===== config.mk =====
export PLATFORM = sky130hd
export DESIGN_NAME = btn_event_scheduler
export DESIGN_NICKNAME = d
export VERILOG_FILES = /design/src/rtl/btn_evt_pkg.sv /design/src/rtl/btn_event_fifo.sv /design/src/rtl/btn_event_scheduler.sv
export SDC_FILE = /design/constraint.sdc
export NUM_CORES = 1
export LEC_CHECK = 0
export ABC_CLOCK_PERIOD_IN_PS = 5300
export CORE_ASPECT_RATIO = 0.6
export CORE_MARGIN = 10
export CORE_UTILIZATION = 26
export DETAILED_ROUTE_END_ITERATION = 10
export GPL_TIMING_DRIVEN = 0
export PLACE_DENSITY = 0.4
export SYNTH_ARGS = -nofsm -noshare
export SYNTH_HDL_FRONTEND = slang
export SYNTH_SLANG_ARGS = --single-unit
export TNS_END_PERCENT = 100

===== constraint.sdc =====
create_clock -name clk -period 5.3 [get_ports clk]
set_input_delay 0.795 -clock clk [delete_from_list [all_inputs] [get_ports clk]]
set_output_delay 0.795 -clock clk [all_outputs]
set_load 0.01 [all_outputs]

===== src/rtl/btn_evt_pkg.sv =====
// Shared event/state types for the button event scheduler.
// Auto-repeat is built only when BTN_AUTOREPEAT_EN is defined.
package btn_evt_pkg;

   localparam int BTN_W = 8;

   typedef enum logic [1:0] {
      EV_PRESS   = 2'd0,
      EV_RELEASE = 2'd1,
      EV_LONG    = 2'd2,
      EV_REPEAT  = 2'd3
   } ev_type_t;

   typedef enum logic [1:0] {
      ST_IDLE = 2'd0,
      ST_HELD = 2'd1,
      ST_LONG = 2'd2
   } btn_state_t;

   typedef struct packed {
      logic [BTN_W-1:0] btn;
      ev_type_t         typ;
   } btn_event_t;

   localparam int EV_W = $bits(btn_event_t);

   function automatic int max2(input int a, input int b);
      return (a > b) ? a : b;
   endfunction

endpackage


===== src/rtl/btn_event_fifo.sv =====
// Synchronous event FIFO; a push is accepted while full if a pop
// happens in the same cycle.
module btn_event_fifo
   import btn_evt_pkg::*;
#(
   parameter int DEPTH = 4
) (
   input  logic            clk,
   input  logic            reset,
   input  logic            push,
   input  logic [EV_W-1:0] din,
   input  logic            pop,
   output logic [EV_W-1:0] dout,
   output logic            full,
   output logic            empty
);

   localparam int AW = $clog2(DEPTH);

   btn_event_t    mem [DEPTH];
   logic [AW-1:0] wr_ptr;
   logic [AW-1:0] rd_ptr;
   logic [AW:0]   count;
   logic          do_push;
   logic          do_pop;

   assign full    = (count == (AW+1)'(DEPTH));
   assign empty   = (count == '0);
   assign do_pop  = pop && !empty;
   assign do_push = push && (!full || do_pop);
   assign dout    = empty ? '0 : mem[rd_ptr];

   always_ff @(posedge clk or posedge reset) begin
      if (reset) begin
         wr_ptr <= '0;
         rd_ptr <= '0;
         count  <= '0;
      end else begin
         if (do_push) wr_ptr <= wr_ptr + 1'b1;
         if (do_pop)  rd_ptr <= rd_ptr + 1'b1;
         unique case ({do_push, do_pop})
            2'b10:   count <= count + 1'b1;
            2'b01:   count <= count - 1'b1;
            default: count <= count;
         endcase
      end
   end

   always_ff @(posedge clk) begin
      if (do_push) mem[wr_ptr] <= din;
   end

endmodule


===== src/rtl/btn_event_scheduler.sv =====
// Per-button press/long/repeat FSMs, round-robin slot arbiter and event FIFO.
// Define BTN_AUTOREPEAT_EN to emit REPEAT events while a button stays in LONG.
module btn_event_scheduler
   import btn_evt_pkg::*;
#(
   parameter int N_BTN         = 4,
   parameter int LONG_CYCLES   = 50_000_000,
   parameter int REPEAT_CYCLES = 10_000_000,
   parameter int FIFO_DEPTH    = 4
) (
   input  logic                     clk,
   input  logic                     reset,
   input  logic [N_BTN-1:0]         pb_status,
   input  logic [N_BTN-1:0]         pb_pressed_pulse,
   input  logic [N_BTN-1:0]         pb_released_pulse,
   output logic                     ev_valid,
   input  logic                     ev_ready,
   output logic [$clog2(N_BTN)-1:0] ev_btn,
   output logic [1:0]               ev_type,
   output logic                     ovf,
   input  logic                     ovf_clr
);

   localparam int IW = $clog2(N_BTN);
   localparam int TW = $clog2(max2(LONG_CYCLES, REPEAT_CYCLES));

   logic [N_BTN-1:0] grant;
   logic [N_BTN-1:0] slot_v;
   logic [N_BTN-1:0] drop;
   ev_type_t         slot_t [N_BTN];

   for (genvar i = 0; i < N_BTN; i++) begin : g_btn
      btn_state_t    state;
      btn_state_t    state_nx;
      logic [TW-1:0] timer;
      logic [TW-1:0] timer_nx;
      logic          hit_long;
      logic          emit;
      ev_type_t      emit_t;
      logic          sv;
      ev_type_t      st;

      assign hit_long = (timer == TW'(LONG_CYCLES - 1));
`ifdef BTN_AUTOREPEAT_EN
      logic hit_rep;
      assign hit_rep = (timer == TW'(REPEAT_CYCLES - 1));
`endif

      always_ff @(posedge clk or posedge reset) begin
         if (reset) begin
            state <= ST_IDLE;
            timer <= '0;
         end else begin
            state <= state_nx;
            timer <= timer_nx;
         end
      end

      always_comb begin
         state_nx = state;
         timer_nx = '0;
         if (pb_released_pulse[i]) begin
            state_nx = ST_IDLE;
         end else begin
            unique case (1'b1)
               state == ST_IDLE: begin
                  if (pb_pressed_pulse[i]) state_nx = ST_HELD;
               end
               state == ST_HELD: begin
                  if (!pb_status[i])  state_nx = ST_IDLE;
                  else if (hit_long)  state_nx = ST_LONG;
                  else                timer_nx = timer + 1'b1;
               end
               state == ST_LONG: begin
                  if (!pb_status[i]) state_nx = ST_IDLE;
`ifdef BTN_AUTOREPEAT_EN
                  else if (!hit_rep) timer_nx = timer + 1'b1;
`endif
               end
               default: state_nx = ST_IDLE;
            endcase
         end
      end

      always_comb begin
         emit   = 1'b0;
         emit_t = EV_PRESS;
         if (pb_released_pulse[i]) begin
            emit   = 1'b1;
            emit_t = EV_RELEASE;
         end else begin
            unique case (1'b1)
               state == ST_IDLE && pb_pressed_pulse[i]: begin
                  emit   = 1'b1;
                  emit_t = EV_PRESS;
               end
               state == ST_HELD && pb_status[i] && hit_long: begin
                  emit   = 1'b1;
                  emit_t = EV_LONG;
               end
`ifdef BTN_AUTOREPEAT_EN
               state == ST_LONG && pb_status[i] && hit_rep: begin
                  emit   = 1'b1;
                  emit_t = EV_REPEAT;
               end
`endif
               default: ;
            endcase
         end
      end

      // A full slot only takes a new event if it is being drained this cycle.
      always_ff @(posedge clk or posedge reset) begin
         if (reset) begin
            sv <= 1'b0;
            st <= EV_PRESS;
         end else if (emit) begin
            if (!sv || grant[i]) begin
               sv <= 1'b1;
               st <= emit_t;
            end
         end else if (grant[i]) begin
            sv <= 1'b0;
         end
      end

      assign slot_v[i] = sv;
      assign slot_t[i] = st;
      assign drop[i]   = emit && sv && !grant[i];
   end

   logic          fifo_full;
   logic          fifo_empty;
   logic          pop;
   logic          can_push;
   logic          gnt_any;
   logic [IW-1:0] gnt_idx;
   logic [IW-1:0] rr_ptr;
   btn_event_t    ev_in;
   btn_event_t    head;
   logic          unused_btn;

   assign ev_valid = !fifo_empty;
   assign pop      = ev_valid && ev_ready;
   assign can_push = !fifo_full || pop;

   always_comb begin
      int j;
      j       = 0;
      gnt_any = 1'b0;
      gnt_idx = '0;
      grant   = '0;
      for (int k = 0; k < N_BTN; k++) begin
         j = int'(rr_ptr) + k;
         if (j >= N_BTN) j = j - N_BTN;
         if (!gnt_any && can_push && slot_v[j]) begin
            gnt_any  = 1'b1;
            gnt_idx  = IW'(j);
            grant[j] = 1'b1;
         end
      end
   end

   always_comb begin
      ev_in     = '0;
      ev_in.btn = BTN_W'(gnt_idx);
      ev_in.typ = slot_t[gnt_idx];
   end

   always_ff @(posedge clk or posedge reset) begin
      if (reset) begin
         rr_ptr <= '0;
         ovf    <= 1'b0;
      end else begin
         if (gnt_any)
            rr_ptr <= (gnt_idx == IW'(N_BTN - 1)) ? '0 : gnt_idx + 1'b1;
         if (|drop)        ovf <= 1'b1;
         else if (ovf_clr) ovf <= 1'b0;
      end
   end

   btn_event_fifo #(.DEPTH(FIFO_DEPTH)) u_fifo (
      .clk   (clk),
      .reset (reset),
      .push  (gnt_any),
      .din   (ev_in),
      .pop   (pop),
      .dout  (head),
      .full  (fifo_full),
      .empty (fifo_empty)
   );

   assign ev_btn     = head.btn[IW-1:0];
   assign ev_type    = head.typ;
   assign unused_btn = ^head.btn;

endmodule

# ---- After elaboration in Yosys (flattened, before gate mapping)
# Memory sizes are Yosys's and may differ from the RTL's.
# Cells that the tools add are included.
dict set report word_totals {
  reg_bits 134
  ramBits 16
  input_bits 16
  word_cells 282
  n_memories 1
}
dict set report op_classes {
  addsub 16
  order_cmp 13
  eq_ne 32
  mux 114
  bitwise_logic 4
  reduce_logical 81
}
# memory depth word_bits rd rd_clocked_by_memory_dff write_ports line_no
set mem_list {}
lappend mem_list {u_fifo.mem 4 4 1 0 1 btn_event_fifo.sv:20} ;# btn_event_t mem [DEPTH];
# operator count
set op_table {}
lappend op_table {{$mux W26} 16}
lappend op_table {{$ge A32 B1 Y1 const B} 4}
lappend op_table {{$lt A32 B4 Y1 const B} 4}
lappend op_table {{$mux W32} 4}
lappend op_table {{$add A26 B1 Y26 const B} 4}
lappend op_table {{$eq A26 B26 Y1 const B} 4}
lappend op_table {{$mux W2} 35}
lappend op_table {{$mux W1} 40}
lappend op_table {{$logic_and A1 B1 Y1} 34}
lappend op_table {{$ne A3 B3 Y1 const B} 8}
lappend op_table {{$pmux W2 S3} 4}
lappend op_table {{$mux W4} 5}
lappend op_table {{$ne A4 B4 Y1 const B} 4}
lappend op_table {{$reduce_and A2 Y1} 8}
lappend op_table {{$logic_not A1 Y1} 13}
lappend op_table {{$eq A2 B2 Y1 const B} 6}
lappend op_table {{$ge A3 B3 Y1 const B} 4}
lappend op_table {{$or A4 B4 Y4} 3}
lappend op_table {{$reduce_and A3 Y1} 4}
lappend op_table {{$reduce_bool A2 Y1} 6}
lappend op_table {{$sub A3 B3 Y4 const B} 3}
lappend op_table {{$eq A2 B1 Y1 const B} 5}
lappend op_table {{$bmux W1 S2} 4}
lappend op_table {{$demux W1 S2} 4}
lappend op_table {{17 further kinds} 34}

# ---- Depth between registers and ports, before layout
dict set report logic_depth {
  depth_word 23
  mapped_depth 15
}

# ---- By module
# A second synthesis with hierarchy kept.
dict set report hier_totals {
  hier_cells 796
  hier_area_um2 8655.8
}
# module n_inst cells_per_inst area_each_um2 seq_area_each_um2
set by_module_without_submodules {}
lappend by_module_without_submodules {btn_event_scheduler 1 693 6708.9 3178.0}
lappend by_module_without_submodules {btn_event_fifo 1 103 1946.9 1376.3}

# ---- Worst setup path before layout
# OpenSTA, ideal clock, no wires.
dict set report synth_timing {
  kind {flip-flop to flip-flop}
  from {register rr_ptr[0]}
  to {register u_fifo.count[2]}
  setup_time_ns 0.079
  t_arrival_ns 3.232
  slack_ns 1.989
  stages_incl_launch_ff 16
  path_buffers 2
  period_less_slack_ns 3.311
  cell_sequence {dfrtp_1 buf_2 inv_1 ha_1 clkbuf_2 mux2_2 nor3_1 or2_2 a21oi_2 inv_1 ha_1 inv_1 fa_1 xor2_1 nor2_1 xor2_1}
}
dict set report synth_via {
  elab_chain_cells 22
  word_cells_on_any_way 46
  classes_between {7 x add/sub; 4 x order compare; 2 x eq/ne; 21 x mux; 12 x reduce/logical}
}
# item line_no
set synth_rtl {}
lappend synth_rtl {{start: declaration} btn_event_scheduler.sv:138} ;# logic [IW-1:0] rr_ptr;
lappend synth_rtl {{start signal: assignment} btn_event_scheduler.sv:176} ;# rr_ptr <= (gnt_idx == IW'(N_BTN - 1)) ? '0 : gnt_idx + 1'b1;
lappend synth_rtl {{$sub A2 B3 Y4 or $ge A2 B3 Y1 (tied branches)} btn_event_scheduler.sv:155} ;# if (j >= N_BTN) j = j - N_BTN;
lappend synth_rtl {{$mux W32} btn_event_scheduler.sv:155}
lappend synth_rtl {{$bmux W1 S2} btn_event_scheduler.sv:156} ;# if (!gnt_any && can_push && slot_v[j]) begin
lappend synth_rtl {{$mux W1 (not written as such) (2 in series)} btn_event_scheduler.sv:156}
lappend synth_rtl {{$logic_and A1 B1 Y1} btn_event_scheduler.sv:156}
lappend synth_rtl {{$mux W1} btn_event_scheduler.sv:156}
lappend synth_rtl {{$logic_not A1 Y1} btn_event_scheduler.sv:156}
lappend synth_rtl {{$logic_and A1 B1 Y1 (2 in series)} btn_event_scheduler.sv:156}
lappend synth_rtl {{(+2 left out)} --}
lappend synth_rtl {{$logic_and A1 B1 Y1 (2 in series)} btn_event_scheduler.sv:156}
lappend synth_rtl {{$mux W1} btn_event_scheduler.sv:156}
lappend synth_rtl {{$logic_not A1 Y1} btn_event_scheduler.sv:156}
lappend synth_rtl {{$logic_and A1 B1 Y1 (2 in series)} btn_event_scheduler.sv:156}
lappend synth_rtl {{$mux W1 *} btn_event_scheduler.sv:156}
lappend synth_rtl {{$logic_and A1 B1 Y1 *} btn_event_fifo.sv:30} ;# assign do_push = push && (!full || do_pop);
lappend synth_rtl {{$eq A2 B1 Y1 or $eq A2 B2 Y1 (tied branches)} btn_event_fifo.sv:41} ;# unique case ({do_push, do_pop})
lappend synth_rtl {{$pmux W3 S2 or $reduce_bool A2 Y1 (tied branches)} --}
lappend synth_rtl {{end signal: assignment} btn_event_fifo.sv:42} ;# 2'b10: count <= count + 1'b1;
lappend synth_rtl {{end signal: assignment} btn_event_fifo.sv:43} ;# 2'b01: count <= count - 1'b1;
lappend synth_rtl {{end signal: assignment} btn_event_fifo.sv:44} ;# default: count <= count;
lappend synth_rtl {{end: declaration} btn_event_fifo.sv:23} ;# logic [AW:0] count;
# Every way passes the cells marked *; elsewhere a longest branch is shown, timed or not. The select of a mux whose other input is x is not followed.
# A chain may end at the register's enable or synchronous reset.

# ---- Worst setup path after layout
# Same ends and word-level chain as after synthesis.

==> run metrics <==
Tcrit/Tclk final=0.7235; worst slew pin tran=0.8622 ns; Tot Pwr=3456 uW; Setup crit start kind=flop; Setup CP Type=reg -> reg; Setup-failing EPs final=0; global-route wire length before repair=29210 um; synthesized area per cell=10.22 um2; pin count of the biggest net entering global routing=79; Final nets=830; hold worst-path end=g_btn[0].timer[0]; RSZ-0062 raised after global routing=false; CP max FO=10; vias per cell=4.371; CTS buffer count=17; first-iteration detailed-routing DRC count=350; clock latency at the later pin of the worst-skew pair=0.43 ns; cts repair resizes=0; hold path startpoint=g_btn[0].timer[0]; share of cells above drive strength 1=0.08055; Synthesized Nets=789; hpwl dp=12010 um; gr usage total=0.09711; Slew headroom=0.4199; gr ovfl total=0; R2R setup slack=1.47 ns; number of detailed-route iterations in the first pass=4; clock sink count=150; multi-input logic area=3695 um2; R2R cell count=15; DRC Markers=0; # hold bufs at CTS=0; cells after synthesis=754; top cells by instance count after synthesis=134 x dfrtp_1, 130 x nor2_1, 59 x xor2_1, 47 x nand3_1, 43 x nand2_1; vias in the first global route=5291; Die W=242.2 um; IO Port Bufs=21; Post-Layout Cell Count=1207; min cycle time layout=3.835 ns; internal power=2422 uW; HP Class=reg -> reg; row count=48; Placed Cells=1176; hold depth=1; Cell Area, Synth=7704 um2; PD cells=383.3 nW/um2; VDD IR max=253.6 uV; f_max=260.8 MHz; r2r startpoint=rr_ptr[0]; dpl cell area=8447 um2; Post-synth EDFFs=16; FFs w/ async S/R, synth=0.8933; sequential power share=0.413; ANT cells=0; multiplexer share of the synthesized area=0.04726; post-DR wirelength/cell=14.16 um; main area contributors after synthesis=dfrtp_1 44%, xor2_1 6.7%, nor2_1 6.3%, edfxtp_1 6.2%, xnor2_1 4.5%; main combinational cell family by area after synthesis=simple AND/OR/NAND/NOR gates; status=complete, no violations; finished layout cell area=9016 um2; Sequential cell area=3834 um2; Clock Path Buffers=2; Synth Flop Type=dfrtp_1; clock skew=0.01025 ns; Post-Synth Adder-Cell Area=0.03183; most common cell in the synthesized netlist=dfrtp_1; Area Overhead vs Synth=17.04%; fill count=3025; # H-tree levels=4; NetSw=1034 uW; smallest hold slack=0.4678 ns; Post-Synth Simple-Gate Area=0.2431; Die ar.=37140 um2; Leak=0.003505 uW; Die Ht=153.3 um; Clock transition at path regs=0.06 ns; Clk Tree Root Cell=clkbuf_16; Synth Area in Compound Gates=0.04483; antenna-violating nets left=0; sequential-to-total area share from yosys stat=0.4976; post-synthesis register bit count=150; cell taking the most area after synthesis=dfrtp_1; Synth top area share=0.4353; Synth cell types=56; WP data arrival=4.18 ns; CP endpoint kind=flop; final wirelength=17100 um; Final Max Tran Viols=0; initial antenna violation count=0; Comb pwr share=0.242; I/O pins=22; RePlAce Congestion=0.7591; Via Count=5276; Initial Utilization=0.2661; max-cap check violation count=0; power share of the clock group=0.345; final hold violations=0; RR Endpoint=u_fifo.count[2]; xor/xnor cell area share of the yosys netlist=0.1126; Post-CTS Setup Repair Bufs=0; Net Sw Frac=0.2992; core area=28950 um2; CTS tree=built; Ys Warns=0; Final Util=0.3115; Critical Path RT=5.65 ns
[registers in the layout (all words and copies together) (netlist names)]
register	count
g_btn.timer	104
u_fifo.mem	16
g_btn.st	8
g_btn.state	8
g_btn.sv	4
u_fifo.count	3
rr_ptr	2
u_fifo.rd_ptr	2
u_fifo.wr_ptr	2
ovf	1
[power by group through the flow]
stage | clock, uW | combinational (uW) | sequential [uW]
floorplan | 0 | 597 | 1420
detailed placement | 0 | 844 | 1450
global route | 1290 | 943 | 1450
global placement | 0 | 858 | 1450
finish | 1190 | 836 | 1430
CTS | 1240 | 850 | 1430
[worst max-delay path: stages (launching register included)]
cell and delay [ns]:
dfrtp_1 0.45, buf_2 0.27, inv_1 0.20, ha_1 0.32, clkbuf_2 0.16, mux2_2 0.38
nor3_1 0.41, or2_2 0.23, a21oi_2 0.12, inv_1 0.17, ha_1 0.19, inv_1 0.06
fa_1 0.38, xor2_1 0.15, nor2_1 0.11, xor2_1 0.15
[worst max-delay path by stage]
stage	from	endpoint
final	rr_ptr[0]	u_fifo.count[2]
after global routing	rr_ptr[0]	u_fifo.count[2]
after CTS	rr_ptr[0]	u_fifo.count[2]
after detailed placement	rr_ptr[0]	u_fifo.count[2]
after global placement	reset	u_fifo.rd_ptr[1]
after floorplan	reset	g_btn[0].st[0]
[layout make-up]
class                           count  area share
Sequential cell                   150      0.4252
Multi-Input combinational cell    562      0.4098
Clock buffer                       23     0.05551
Tap cell                          400     0.05551
Timing Repair Buffer               22     0.02637
Inverter                           24     0.01055
Buffer                             18    0.009437
Clock inverter                      8    0.007633
[kinds of logic after synthesis]
| kind of cell | count (synthesis) |
|---|---|
| flops | 150 |
| mux | 26 |
| compound gates | 49 |
| xor+xnor | 99 |
| buf+inv | 42 |
| simple gates | 369 |
| fa+ha+maj | 19 |
[metal layers]
layer / wire length (um) / GRT usage
met2: 6262 / 0.1182
met4: 213 / 0.03400
met5: 0 / 0
met1: 10010 / 0.1520
met3: 613 / 0.02819
[placed cells by master (no fill, tap or decap), types with 3 or more instances in the layout]
| master | count |
|---|---|
| dfrtp_1 | 134 |
| nor2_1 | 130 |
| xor2_1 | 59 |
| nand3_1 | 47 |
| nand2_1 | 43 |
| xnor2_1 | 40 |
| nand4_1 | 28 |
| inv_1 | 23 |
| clkdlybuf4s50_1 | 21 |
| and3_1 | 19 |
| clkbuf_16 | 19 |
| ha_1 | 18 |
| nor3_1 | 17 |
| edfxtp_1 | 16 |
| and2_1 | 15 |
| o21ai_0 | 14 |
| nor4_1 | 11 |
| clkbuf_1 | 11 |
| or3_1 | 10 |
| mux2_2 | 9 |
| mux2i_1 | 9 |
| nor2b_1 | 9 |
| o211ai_1 | 8 |
| nand2b_1 | 7 |
| nor4b_1 | 7 |
| buf_2 | 7 |
| mux4_2 | 7 |
| and4_1 | 6 |
| clkinv_2 | 5 |
| nor4bb_1 | 4 |
| a21boi_0 | 4 |
| a21oi_1 | 4 |
| a22o_1 | 3 |
| or2_2 | 3 |
| nor3b_1 | 3 |
[per-stage QoR]
step	setup TNS, ns	setup WS, ns
2_1_floorplan	0	0.9222
6_report	0	1.465
3_5_place_dp	0	1.471
5_1_grt	0	1.173
3_3_place_gp	-207.65	-1.559
4_1_cts	0	1.433
Note: power is estimated with default switching activity, not from simulation.
==> edit, RTL diff (same flow settings) <==
Register the output `ovf` once more, cleared by the reset; this adds one clock of latency there. The other outputs are not delayed to match.
--- a/src/rtl/btn_event_scheduler.sv
+++ b/src/rtl/btn_event_scheduler.sv
@@ -25,4 +25,6 @@
    localparam int TW = $clog2(max2(LONG_CYCLES, REPEAT_CYCLES));
 
+   logic ovf_s0;
+
    logic [N_BTN-1:0] grant;
    logic [N_BTN-1:0] slot_v;
@@ -171,10 +173,10 @@
       if (reset) begin
          rr_ptr <= '0;
-         ovf    <= 1'b0;
+         ovf_s0 <= 1'b0;
       end else begin
          if (gnt_any)
             rr_ptr <= (gnt_idx == IW'(N_BTN - 1)) ? '0 : gnt_idx + 1'b1;
-         if (|drop)        ovf <= 1'b1;
-         else if (ovf_clr) ovf <= 1'b0;
+         if (|drop)        ovf_s0 <= 1'b1;
+         else if (ovf_clr) ovf_s0 <= 1'b0;
       end
    end
@@ -195,3 +197,11 @@
    assign unused_btn = ^head.btn;
 
+   always_ff @(posedge clk or posedge reset) begin
+      if (reset) begin
+         ovf <= '0;
+      end else begin
+         ovf <= ovf_s0;
+      end
+   end
+
 endmodule
Function: changed (a bounded check fails within 4 cycles, from zero or initial values and one cycle with reset high).
==> edit against the original RTL <==
- total power rose by 2.4%
- worst hold slack lost 0.078 ns
- largest power group unchanged
- clock skew fell by 0.0020 ns
- first-iteration DRC count increased by 16%
- design area is 0.69% higher
- largest cell class unchanged
- sequential cell count increased by 1
- synthesized area grew 0.32%
- routed wire length down 0.89%
- setup slack gained 0.0063 ns
==> edit: results (changes against the original RTL) <==
run status: complete, no violations
Psw: 1.05 mW (+1.8%)
Post-synth EDFFs: 16 (unchanged)
layout cell share with drive strength beyond 1: 8.41% (+0.35 points)
Hold Crit Class: reg2reg
initial antenna violation count: 0 (unchanged)
Skew-Pair Late Insertion Delay: 0.43 ns (about the same)
first-pass GRT wire length: 28.7 mm (-1.7%)
CTS Buffer Depth: 2 (unchanged)
Synth area leaders: dfrtp_1, xor2_1, nor2_1
Clock Skew: 0.00825 ns (-0.00200 ns)
post-synth net total: 790 (+0.13%)
Most used DFF post-synth: dfrtp_1
number of global-route vias before repair: 5,180 (-2.1%)
Hold Path Stages: 0 (-1)
Regs by FF count: g_btn.timer x104, u_fifo.mem x16
detailed router's first-iteration violation count: 406 (+16%)
Port Buffers: 21 (unchanged)
Reg clk slew, reported paths: 0.07 ns
Worst Path Arrival: 4.19 ns (about the same)
worst reg2reg path depth: 15 (unchanged)
sequential fraction of the synthesis area: 49.9% (+0.16 points)
Least-Margin Pin Slew: 0.878 ns (+0.0155 ns)
final instance area: 9080 sq um (+0.69%)
post-DP HPWL: 11.9 mm (-0.76%)
GP Congestion: 0.766 (+0.90%)
largest fanout on the critical path: 10 (unchanged)
final WL: 16.9 mm (-0.89%)
synth cell count leaders: dfrtp_1, nor2_1, xor2_1
kind of cell adding the most delay to the critical path: adder cells
FILL cells: 3,003 (-0.73%)
largest net degree at the start of global routing: 89 (+13%)
final net count: 831 (+0.12%)
part of the power in combinational logic: 23.8% (-0.4 points)
Combinational Power: 0.842 mW (+0.7%)
first-pass detailed-route iteration total: 5 (+1)
VDD IR max: 0.246 mV (-3.2%)
Vias: 5,286 (+0.19%)
CTS root buf: clkbuf_16
placement-stage cell area: 8470 sq um (+0.30%)
LEAKAGE: 3.52 nW (+0.51%)
CTS resizes: 0 (unchanged)
gr usage total: 9.56% (-0.16 points)
CP peak stage delay: 0.44 ns
power share of the clock group: 35.7% (+1.2 points)
Synth async-reset ratio: 89.4% (about the same)
CTS Buf Count: 17 (unchanged)
## edit: area by class of cell
class                      count  share of cell area [%]
clock buffer                  20                    5.03
multi-input combinational    562                    40.7
timing repair buffer          22                    2.62
clock inverter                12                    1.65
sequential                   151                    42.5
buffer                        18                   0.937
tap                          400                    5.51
inverter                      24                    1.05
## edit: final timing paths
kind	end	startpoint	slack (ns)
max	u_fifo.count[2]	rr_ptr[0]	1.47
min	ovf	ovf_s0	0.39
max reg2reg	u_fifo.count[2]	rr_ptr[0]	1.47
min reg2reg	ovf	ovf_s0	0.39
max in group asynchronous	g_btn[1].timer[1]	reset	3.75
min in group asynchronous	g_btn[3].timer[6]	reset	0.75
## edit: cell families after synthesis
| kind of cell | Yosys count | share of synthesized area (%) |
|---|---|---|
| fa+ha+maj | 19 | 3.17 |
| compound gates | 49 | 4.47 |
| simple gates | 369 | 24.2 |
| xor+xnor | 99 | 11.2 |
| flops | 151 | 49.9 |
| buf+inv | 42 | 2.27 |
| mux | 26 | 4.71 |
## edit: stage by stage
stage                     setup WS, ns  setup TNS [ns]  hold WS [ns]  std cells
after global routing              1.07               0         0.399       1209
after CTS                         1.43               0         0.394       1209
after global placement           -1.62         -217.55         0.386       1176
final                             1.47               0         0.390       1209
after detailed placement          1.48               0         0.378       1177
after floorplan                  0.894               0         0.354        755
## edit: metal layers
layer | track usage, % | vias up | part of all wire [%]
li1 | - | 2704 | -
met1 | 15.2 | 2491 | 60
met2 | 11.5 | 77 | 36
met3 | 3.17 | 14 | 3.8
met4 | 2.40 | 0 | 0.99
met5 | 0 | - | 0
